## config.mk

```make
export PLATFORM = sky130hd
export DESIGN_NAME = cdb_arbiter_rr
export DESIGN_NICKNAME = d
export VERILOG_FILES = /design/src/rtl/cdb_pkg.sv /design/src/rtl/cdb_unit_fifo.sv /design/src/rtl/cdb_arbiter_rr.sv
export SDC_FILE = /design/constraint.sdc
export NUM_CORES = 1
export LEC_CHECK = 0
export ABC_AREA = 1
export CORE_MARGIN = 2
export CORE_UTILIZATION = 50
export DETAILED_ROUTE_END_ITERATION = 10
export HOLD_SLACK_MARGIN = 0.08
export PLACE_DENSITY_LB_ADDON = 0.05
export SYNTH_ARGS = -nofsm -noshare
export SYNTH_HDL_FRONTEND = slang
export SYNTH_HIERARCHICAL = 1
export SYNTH_SLANG_ARGS = --single-unit
```

## constraint.sdc

```tcl
create_clock -name clock -period 3.2 [get_ports clock]
set_clock_uncertainty 0.2 [all_clocks]
set_input_delay 0.32 -clock clock [delete_from_list [all_inputs] [get_ports clock]]
set_output_delay 0.32 -clock clock [all_outputs]
set_load 0.1 [all_outputs]
```

## src/rtl/cdb_pkg.sv

```systemverilog
// cdb_pkg: shared CDB widths, broadcast payload type and unit-index width helper.
package cdb_pkg;
    localparam int CDB_DATA_W = 16;
    localparam int CDB_TAG_W  = 3;
    localparam int CDB_POS_W  = 2;

    typedef struct packed {
        logic [CDB_TAG_W-1:0]  tag;
        logic [CDB_POS_W-1:0]  pos;
        logic [CDB_DATA_W-1:0] data;
    } cdb_payload_t;

    function automatic int unit_idx_w(input int n);
        return (n > 1) ? $clog2(n) : 1;
    endfunction
endpackage

```

## src/rtl/cdb_unit_fifo.sv

```systemverilog
// cdb_unit_fifo: per-unit result FIFO with explicit count, flush and async active-low reset.
module cdb_unit_fifo import cdb_pkg::*; #(
    parameter int W     = 21,
    parameter int DEPTH = 2
) (
    input  logic                     clock,
    input  logic                     reset,
    input  logic                     flush,
    input  logic                     push,
    input  logic                     pop,
    input  logic [W-1:0]             din,
    output logic [W-1:0]             head,
    output logic [$clog2(DEPTH):0]   count
);
    localparam int AW = $clog2(DEPTH);
    localparam int CW = AW + 1;

    logic [W-1:0]  mem [DEPTH];
    logic [AW-1:0] rd, wr;

    assign head = mem[rd];

    always_ff @(posedge clock)
        if (push && !flush) mem[wr] <= din;

    // DEPTH is a power of two, so the pointers wrap by plain overflow
    always_ff @(posedge clock or negedge reset)
        if (!reset) begin
            rd    <= '0;
            wr    <= '0;
            count <= '0;
        end else if (flush) begin
            rd    <= '0;
            wr    <= '0;
            count <= '0;
        end else begin
            if (push) wr <= wr + 1'b1;
            if (pop) rd <= rd + 1'b1;
            count <= count + CW'(push) - CW'(pop);
        end
endmodule

```

## src/rtl/cdb_arbiter_rr.sv

```systemverilog
// cdb_arbiter_rr: round-robin CDB arbiter over N_UNITS buffered result producers.
// Define CDB_BYPASS_EN to let an empty unit's live input win and broadcast with 1-cycle latency.
module cdb_arbiter_rr import cdb_pkg::*; #(
    parameter int N_UNITS    = 2,
    parameter int DATA_W     = CDB_DATA_W,
    parameter int TAG_W      = CDB_TAG_W,
    parameter int POS_W      = CDB_POS_W,
    parameter int FIFO_DEPTH = 2
) (
    input  logic                           clock,
    input  logic                           reset,
    input  logic                           flush,
    input  logic [N_UNITS-1:0]             fu_valid,
    output logic [N_UNITS-1:0]             fu_ready,
    input  logic [N_UNITS*TAG_W-1:0]       fu_tag,
    input  logic [N_UNITS*POS_W-1:0]       fu_pos,
    input  logic [N_UNITS*DATA_W-1:0]      fu_data,
    output logic                           cdb_valid,
    output logic [unit_idx_w(N_UNITS)-1:0] cdb_unit,
    output logic [TAG_W-1:0]               cdb_tag,
    output logic [POS_W-1:0]               cdb_pos,
    output logic [DATA_W-1:0]              cdb_data
);
    localparam int UW = unit_idx_w(N_UNITS);
    localparam int PW = TAG_W + POS_W + DATA_W;
    localparam int CW = $clog2(FIFO_DEPTH) + 1;

    logic [CW-1:0]      count [N_UNITS];
    logic [PW-1:0]      head  [N_UNITS];
    logic [PW-1:0]      din   [N_UNITS];
    logic [N_UNITS-1:0] cand, push, pop;
    logic [UW-1:0]      rr_ptr, win, nxt;
    logic [PW-1:0]      sel;
    logic               found;

    for (genvar i = 0; i < N_UNITS; i++) begin : g_unit
        assign din[i]      = {fu_tag[i*TAG_W +: TAG_W], fu_pos[i*POS_W +: POS_W], fu_data[i*DATA_W +: DATA_W]};
        assign fu_ready[i] = (count[i] != CW'(FIFO_DEPTH)) && !flush;
        assign pop[i]      = found && (win == UW'(i)) && (count[i] != '0) && !flush;
`ifdef CDB_BYPASS_EN
        assign cand[i] = (count[i] != '0) || (fu_valid[i] && fu_ready[i]);
        assign push[i] = fu_valid[i] && fu_ready[i] && !(found && (win == UW'(i)) && (count[i] == '0));
`else
        assign cand[i] = count[i] != '0;
        assign push[i] = fu_valid[i] && fu_ready[i];
`endif
        cdb_unit_fifo #(.W(PW), .DEPTH(FIFO_DEPTH)) u_fifo (
            .clock(clock),
            .reset(reset),
            .flush(flush),
            .push(push[i]),
            .pop(pop[i]),
            .din(din[i]),
            .head(head[i]),
            .count(count[i])
        );
    end

    // scan offsets high to low so the candidate nearest rr_ptr is the last assignment
    always_comb begin
        found = 1'b0;
        win = '0;
        for (int k = N_UNITS - 1; k >= 0; k--) begin
            if (cand[(int'(rr_ptr) + k) % N_UNITS]) begin
                found = 1'b1;
                win = UW'((int'(rr_ptr) + k) % N_UNITS);
            end
        end
    end

    assign nxt = (win == UW'(N_UNITS - 1)) ? '0 : win + 1'b1;
    assign sel = (count[win] != '0) ? head[win] : din[win];

    always_ff @(posedge clock or negedge reset)
        if (!reset) begin
            rr_ptr    <= '0;
            cdb_valid <= 1'b0;
            cdb_unit  <= '0;
            {cdb_tag, cdb_pos, cdb_data} <= '0;
        end else if (flush) begin
            rr_ptr    <= '0;
            cdb_valid <= 1'b0;
            cdb_unit  <= '0;
            {cdb_tag, cdb_pos, cdb_data} <= '0;
        end else begin
            cdb_valid <= found;
            cdb_unit  <= found ? win : '0;
            {cdb_tag, cdb_pos, cdb_data} <= found ? sel : '0;
            if (found) rr_ptr <= nxt;
        end
endmodule

```

======== Word-level counts from Yosys, hierarchy flattened ========
Memory sizes are Yosys's and may differ from the RTL's.
Cells that the tools add are included.
cells by class
  $add $sub $neg .......................... 10
  $mul .................................... 0
  div/mod/pow operators ................... 0
  magnitude comparators ................... 3
  equality and inequality tests ........... 2
  shifts and indexed selects .............. 0
  mux-type cells .......................... 43
  bitwise gates (word level) .............. 3
  reduce and logical (&&, ||, !) cells .... 21
operators by type and width
  operator               count
  $mux W21               8
  $mux W1                27
  $mux W16               1
  $reduce_bool A2 Y1     8
  $logic_and A1 B1 Y1    12
  $mux W2                6
  $add A1 B1 Y1 const B  6
  $add A2 B1 Y2          2
  $ne A2 B2 Y1 const B   2
  $sub A2 B1 Y2          2
  $lt A2 B3 Y1 const B   1
  $mux W3                1
  $ge A2 B2 Y1 const B   1
  $lt A1 B2 Y1 const B   1
  $not A1 Y2             1
  $and A1 B1 Y1 const A  1
  $logic_not A1 Y1       1
  $not A1 Y1             1
word-level totals
  bits in registers ....................... 32
  latch bits .............................. 0
  memory bits (writable) .................. 84
  memory bits (read-only) ................. 0
  input bits .............................. 47
  output and inout port bits .............. 25
  logic and storage cells ................. 96
  memories ................................ 2
memories
  name                  depth  width  rd ports  clocked after Yosys merged registers in  wr ports  RTL line             source
  g_unit[0].u_fifo.mem  2      21     1         0                                        1         cdb_unit_fifo.sv:18  logic [W-1:0] mem [DEPTH];
  g_unit[1].u_fifo.mem  2      21     1         0                                        1         cdb_unit_fifo.sv:18

======== Logic depth before layout (Yosys ltp) ========
  depth after elaboration ................. 15
  mapped depth ............................ 12
  mapped depth without buffers ............ 11

======== Hierarchy ========
Netlist, hierarchy kept.
by module, submodules not included
  module          instances  cells an instance  area an instance (um^2)  sequential area each (um^2)
  cdb_unit_fifo   2          92                 1731.7                   1361.3
  cdb_arbiter_rr  1          157                1168.6                   600.6

======== Worst setup path before layout ========
Ideal clock, no wire load.
  path type ............................... register -> register
  start point ............................. reg g_unit[0].u_fifo.count[1]
  end point ............................... mem g_unit[0].u_fifo.mem[1][0] (enable)
  library setup time ...................... 399 ps
  data arrival time ....................... 3244 ps
  data required time ...................... 2601 ps
  setup slack ............................. -643 ps
  stages on the path, launching flop included .. 5
  buffers on the path ..................... 0
  period minus slack after synthesis ...... 3843 ps
  cell sequence ........................... dfrtp_1 a21oi_1 and2_1 nand2_1 nor2_1
on the way
  word-level cells in the longest chain between the ends .. 6
ends and longest elaborated chain
  element                        RTL line              source
  start, declared                cdb_unit_fifo.sv:13   output logic [$clog2(DEPTH):0] count
  start signal, assigned         cdb_unit_fifo.sv:39   count <= count + CW'(push) - CW'(pop);
  $ne A2 B2 Y1                   cdb_arbiter_rr.sv:38  assign fu_ready[i] = (count[i] != CW'(FIFO_DEPTH)) && !flush;
  $logic_and A1 B1 Y1            cdb_arbiter_rr.sv:38
  net fu_ready[0]                cdb_arbiter_rr.sv:14  output logic [N_UNITS-1:0] fu_ready,
  $logic_and A1 B1 Y1            cdb_arbiter_rr.sv:45  assign push[i] = fu_valid[i] && fu_ready[i];
  net push[0]                    cdb_arbiter_rr.sv:31  logic [N_UNITS-1:0] cand, push, pop;
  $logic_and A1 B1 Y1            cdb_unit_fifo.sv:24   if (push && !flush) mem[wr] <= din;
  $mux W1                        cdb_unit_fifo.sv:24
  $mux W1 (not written as such)  cdb_unit_fifo.sv:24
  end, declared                  cdb_unit_fifo.sv:18
The timed path passes the listed nets, and every way through them passes these cells.

======== Worst setup path after layout ========
  start point ............................. reg cdb_data[15]
  end point ............................... out cdb_data[15]
RTL lines
  element                 RTL line              source
  start, declared         cdb_arbiter_rr.sv:22  output logic [DATA_W-1:0] cdb_data
  start signal, assigned  cdb_arbiter_rr.sv:88  {cdb_tag, cdb_pos, cdb_data} <= found ? sel : '0;
No word-level cell between the ends.

==> impl_metrics.xml <==
<?xml version="1.0" encoding="UTF-8"?>
<metrics>
  <group name="outcome">
    <metric name="status" unit="">completed</metric>
  </group>
  <group name="global_route">
    <metric name="grt_first_pass_wirelength" unit="microns">13300</metric>
    <metric name="globalRouteTotalUtil" unit="%">18.1</metric>
    <metric name="grt.overflow.total" unit="">0</metric>
    <metric name="first_global_vias" unit="">2726</metric>
    <metric name="antenna_violations_before_repair" unit="">0</metric>
    <metric name="grt_max_degree" unit="">46</metric>
  </group>
  <group name="cells_and_area">
    <metric name="finish.instance_area" unit="sq um">6030</metric>
    <metric name="finish.net_count" unit="">478</metric>
    <metric name="utilization" unit="%">66.2</metric>
    <metric name="post_layout_nonfiller_instances" unit="">551</metric>
    <metric name="final_layout_size_suffix_gt1_share" unit="%">25.2</metric>
    <metric name="areaGrowthSynthToFinish" unit="%">30.2</metric>
    <metric name="antenna_diodes" unit="">0</metric>
  </group>
  <group name="place">
    <metric name="dp_hpwl" unit="microns">5460</metric>
    <metric name="port_buffers" unit="">71</metric>
    <metric name="dp_cells" unit="">518</metric>
    <metric name="placed_cell_area" unit="sq um">5390</metric>
    <metric name="place_worst_setup_slack" unit="ns">0.628</metric>
    <metric name="place.gp.congestion" unit="">0.809</metric>
  </group>
  <group name="sta">
    <metric name="maxSlewViolCount" unit="">0</metric>
    <metric name="setup-violations-final" unit="">0</metric>
    <metric name="setup_ws" unit="ns">0.716</metric>
    <metric name="hold_viol" unit="">0</metric>
    <metric name="layout_min_cycle_time" unit="ns">2.48</metric>
    <metric name="timing.final.crit_share" unit="%">77.6</metric>
    <metric name="worst-slew-pin-transition" unit="ns">0.968</metric>
    <metric name="slew_headroom" unit="%">35.2</metric>
    <metric name="rsz0062_at_grt" unit="">false</metric>
    <metric name="fmaxAchievable" unit="MHz">403</metric>
    <metric name="setup_total_negative_slack" unit="ns">0</metric>
  </group>
  <group name="synth">
    <metric name="synth_seq_cells" unit="">116</metric>
    <metric name="netlist.area_leader.share" unit="%">54.5</metric>
    <metric name="yosys-top-cells-count" unit="">sky130_fd_sc_hd__edfxtp_1 (84), sky130_fd_sc_hd__nor2_1 (53), sky130_fd_sc_hd__nand2_1 (51)</metric>
    <metric name="synthesis.area" unit="sq um">4630</metric>
    <metric name="yosysTopAreaCell" unit="">sky130_fd_sc_hd__edfxtp_1</metric>
    <metric name="synth.yosys.seq_area_share" unit="%">71.7</metric>
    <metric name="netlist_top_cells_area" unit="">sky130_fd_sc_hd__edfxtp_1 (54%), sky130_fd_sc_hd__dfrtp_1 (17%), sky130_fd_sc_hd__mux2_2 (10%)</metric>
    <metric name="yosys_synthesis_warning_count" unit="">6</metric>
    <metric name="number_of_flops_mapped_to_enable_cells_by_yosys" unit="">84</metric>
    <metric name="syn-instance-count" unit="">341</metric>
    <metric name="mappedNetlistNets" unit="">392</metric>
    <metric name="synth-async-reset-ratio" unit="%">27.6</metric>
    <metric name="synth_most_common_cell" unit="">sky130_fd_sc_hd__edfxtp_1</metric>
    <metric name="ys.flop_type" unit="">sky130_fd_sc_hd__edfxtp_1</metric>
    <metric name="netlist-cell-type-count" unit="">19</metric>
    <metric name="synth_area_per_cell" unit="sq um">13.6</metric>
  </group>
  <group name="setup_path">
    <metric name="cp_num_cells" unit="">1</metric>
    <metric name="critical_path.cell_chain" unit="">clkdlybuf4s50_1</metric>
    <metric name="cell_depth_of_the_worst_flop_to_flop_path" unit="">11</metric>
    <metric name="startpoint" unit="">cdb_data[15]$_DFF_PN0_</metric>
    <metric name="worst_r2r_startpoint" unit="">g_unit[1].u_fifo/count[1]$_DFF_PN0_</metric>
    <metric name="r2r-end" unit="">g_unit[0].u_fifo/count[1]$_DFF_PN0_</metric>
    <metric name="timing.critical_path.to" unit="">cdb_data[15]</metric>
    <metric name="timing_worst_setup_path_type" unit="">register to output pin</metric>
    <metric name="critical-path-top-delay-family" unit="">buffers and inverters</metric>
    <metric name="required" unit="ns">2.68</metric>
    <metric name="timing.critical_path.fanout_max" unit="">1</metric>
    <metric name="startpoint_type" unit="">register</metric>
    <metric name="worst-endpoint-arrival" unit="ns">1.96</metric>
    <metric name="timing.critical_path.slowest_cell_delay" unit="ns">1.13</metric>
    <metric name="slowest_stage" unit="">sky130_fd_sc_hd__clkdlybuf4s50_1</metric>
    <metric name="worst_setup_path_end_kind" unit="">output pin</metric>
    <metric name="worstPathBufferInverterCount" unit="">1</metric>
    <metric name="r2r_setup_slack" unit="ns">0.97</metric>
  </group>
  <group name="floorplanning">
    <metric name="die_height" unit="microns">100</metric>
    <metric name="row_count" unit="">35</metric>
    <metric name="initial_core_util" unit="%">50.9</metric>
    <metric name="floorplan.core_area" unit="sq um">9110</metric>
    <metric name="boundaryPins" unit="">72</metric>
    <metric name="die-width" unit="microns">100</metric>
    <metric name="die_area" unit="sq um">10100</metric>
  </group>
  <group name="routing">
    <metric name="via_per_inst" unit="">4.83</metric>
    <metric name="detailedRoute.firstIterationViolations" unit="">159</metric>
    <metric name="drtPass1Iterations" unit="">4</metric>
    <metric name="routedWlPerCell" unit="microns">14.9</metric>
    <metric name="drcViolationCount" unit="">0</metric>
    <metric name="postRouteWirelength" unit="microns">8210</metric>
    <metric name="vias" unit="">2661</metric>
    <metric name="drtAntennaViolNets" unit="">0</metric>
  </group>
  <group name="flow_run">
    <metric name="cap_violations" unit="">0</metric>
  </group>
  <group name="clock_tree">
    <metric name="cts-htree-levels" unit="">4</metric>
    <metric name="cts_buffers" unit="">17</metric>
    <metric name="cts-root-buf" unit="">sky130_fd_sc_hd__clkbuf_8</metric>
    <metric name="tritoncts" unit="">done</metric>
    <metric name="cts.reportedPaths.clkPinSlew" unit="ns">0.06</metric>
    <metric name="clock_insertion_delay_at_the_later_pin_of_the_skew_report" unit="ns">0.51</metric>
    <metric name="cts_buffer_depth" unit="">2</metric>
    <metric name="post_cts_resize_count" unit="">0</metric>
    <metric name="cts_num_sinks" unit="">116</metric>
  </group>
  <group name="min_path">
    <metric name="hp_class" unit="">input pin to register</metric>
  </group>
  <group name="power">
    <metric name="vdd_drop_max" unit="V">0.000464</metric>
    <metric name="power_density" unit="nW/um^2">1030</metric>
    <metric name="power.leakage" unit="uW">0.00250</metric>
  </group>
</metrics>
==> routing by layer <==
layer	vias to the layer above	wire length, microns	GRT usage, %
li1	1314	-	-
met1	1272	3950	25.6
met2	62	3700	25.9
met3	13	397	4.46
met4	0	163	9.59
met5	-	0	0
==> placed cells by master, fill, tap and decap left out, drive strengths merged <==
cell           count
nand2             54
inv               49
clkinv             4
mux2              42
dlygate4sd3        1
buf               24
a21oi              7
nand3              4
ha                 4
edfxtp            84
o21ai              5
clkbuf            17
dfrtp             32
clkdlybuf4s50     52
bufinv             4
nor2              55
and2               2
==> sequential cells by signal, indices dropped and copies added, names as in the netlist <==
name	count
cdb_data	16
cdb_pos	2
cdb_tag	3
cdb_unit	1
cdb_valid	1
g_unit.u_fifo/count	4
g_unit.u_fifo/mem	84
g_unit.u_fifo/rd	2
g_unit.u_fifo/wr	2
rr_ptr	1
==> layout make-up <==
cell class	instances	area (sq um)
Tap cell	111	139
Clock buffer	17	414
Inverter	42	158
Timing Repair Buffer	77	711
Multi-Input combinational cell	173	1070
Fill cell	694	3080
Clock inverter	15	216
Sequential cell	116	3320
==> logic make-up after synthesis <==
kind of cell	count (synthesis)	synth area share, %
DFF	116	71.7
buffers and inverters	52	5.56
muxes	42	10.2
adders and majority gates	4	1.08
AOI/OAI and AO/OA	12	1.38
and+or+nand+nor	115	10.0
==> power breakdown <==
| part | total, uW | internal, uW | switching (uW) |
|---|---|---|---|
| logic | 2240 | 584 | 1660 |
| registers | 1990 | 1830 | 160 |
| clock network | 1980 | 1290 | 696 |
==> how the worst min path moves through the flow <==
| stage | end | cells past startpoint | slack (ns) | startpoint |
|---|---|---|---|---|
| global route | g_unit[1].u_fifo/mem[1][1]$_DFFE_PP_ | 1 | 0.17 | fu_data[17] |
| finish | g_unit[0].u_fifo/mem[1][15]$_DFFE_PP_ | 1 | 0.19 | fu_data[15] |
| detailed placement | rr_ptr$_DFFE_PN0P_ | 2 | 0.32 | rr_ptr$_DFFE_PN0P_ |
| floorplan | cdb_data[0]$_DFF_PN0_ | 0 | -0.18 | reset |
| CTS | g_unit[1].u_fifo/mem[1][1]$_DFFE_PP_ | 1 | 0.17 | fu_data[17] |
| global placement | g_unit[1].u_fifo/wr$_DFFE_PN0P_ | 1 | 0.32 | g_unit[1].u_fifo/wr$_DFFE_PN0P_ |
==> per-stage QoR <==
stage	power, uW	hold slack, ns
final	6220	0.188
after CTS	6280	0.167
after detailed placement	4280	0.320
after floorplan	3840	-0.176
after global routing	6520	0.173
after global placement	4260	0.322
==> timing repair <==
action | 4_1_cts | 5_1_grt
hold buffers | 1 | 0
buffers inserted | 0 | 0
endpoints found under the hold margin | 32 | 0
Power figures use the tool's default switching activity.
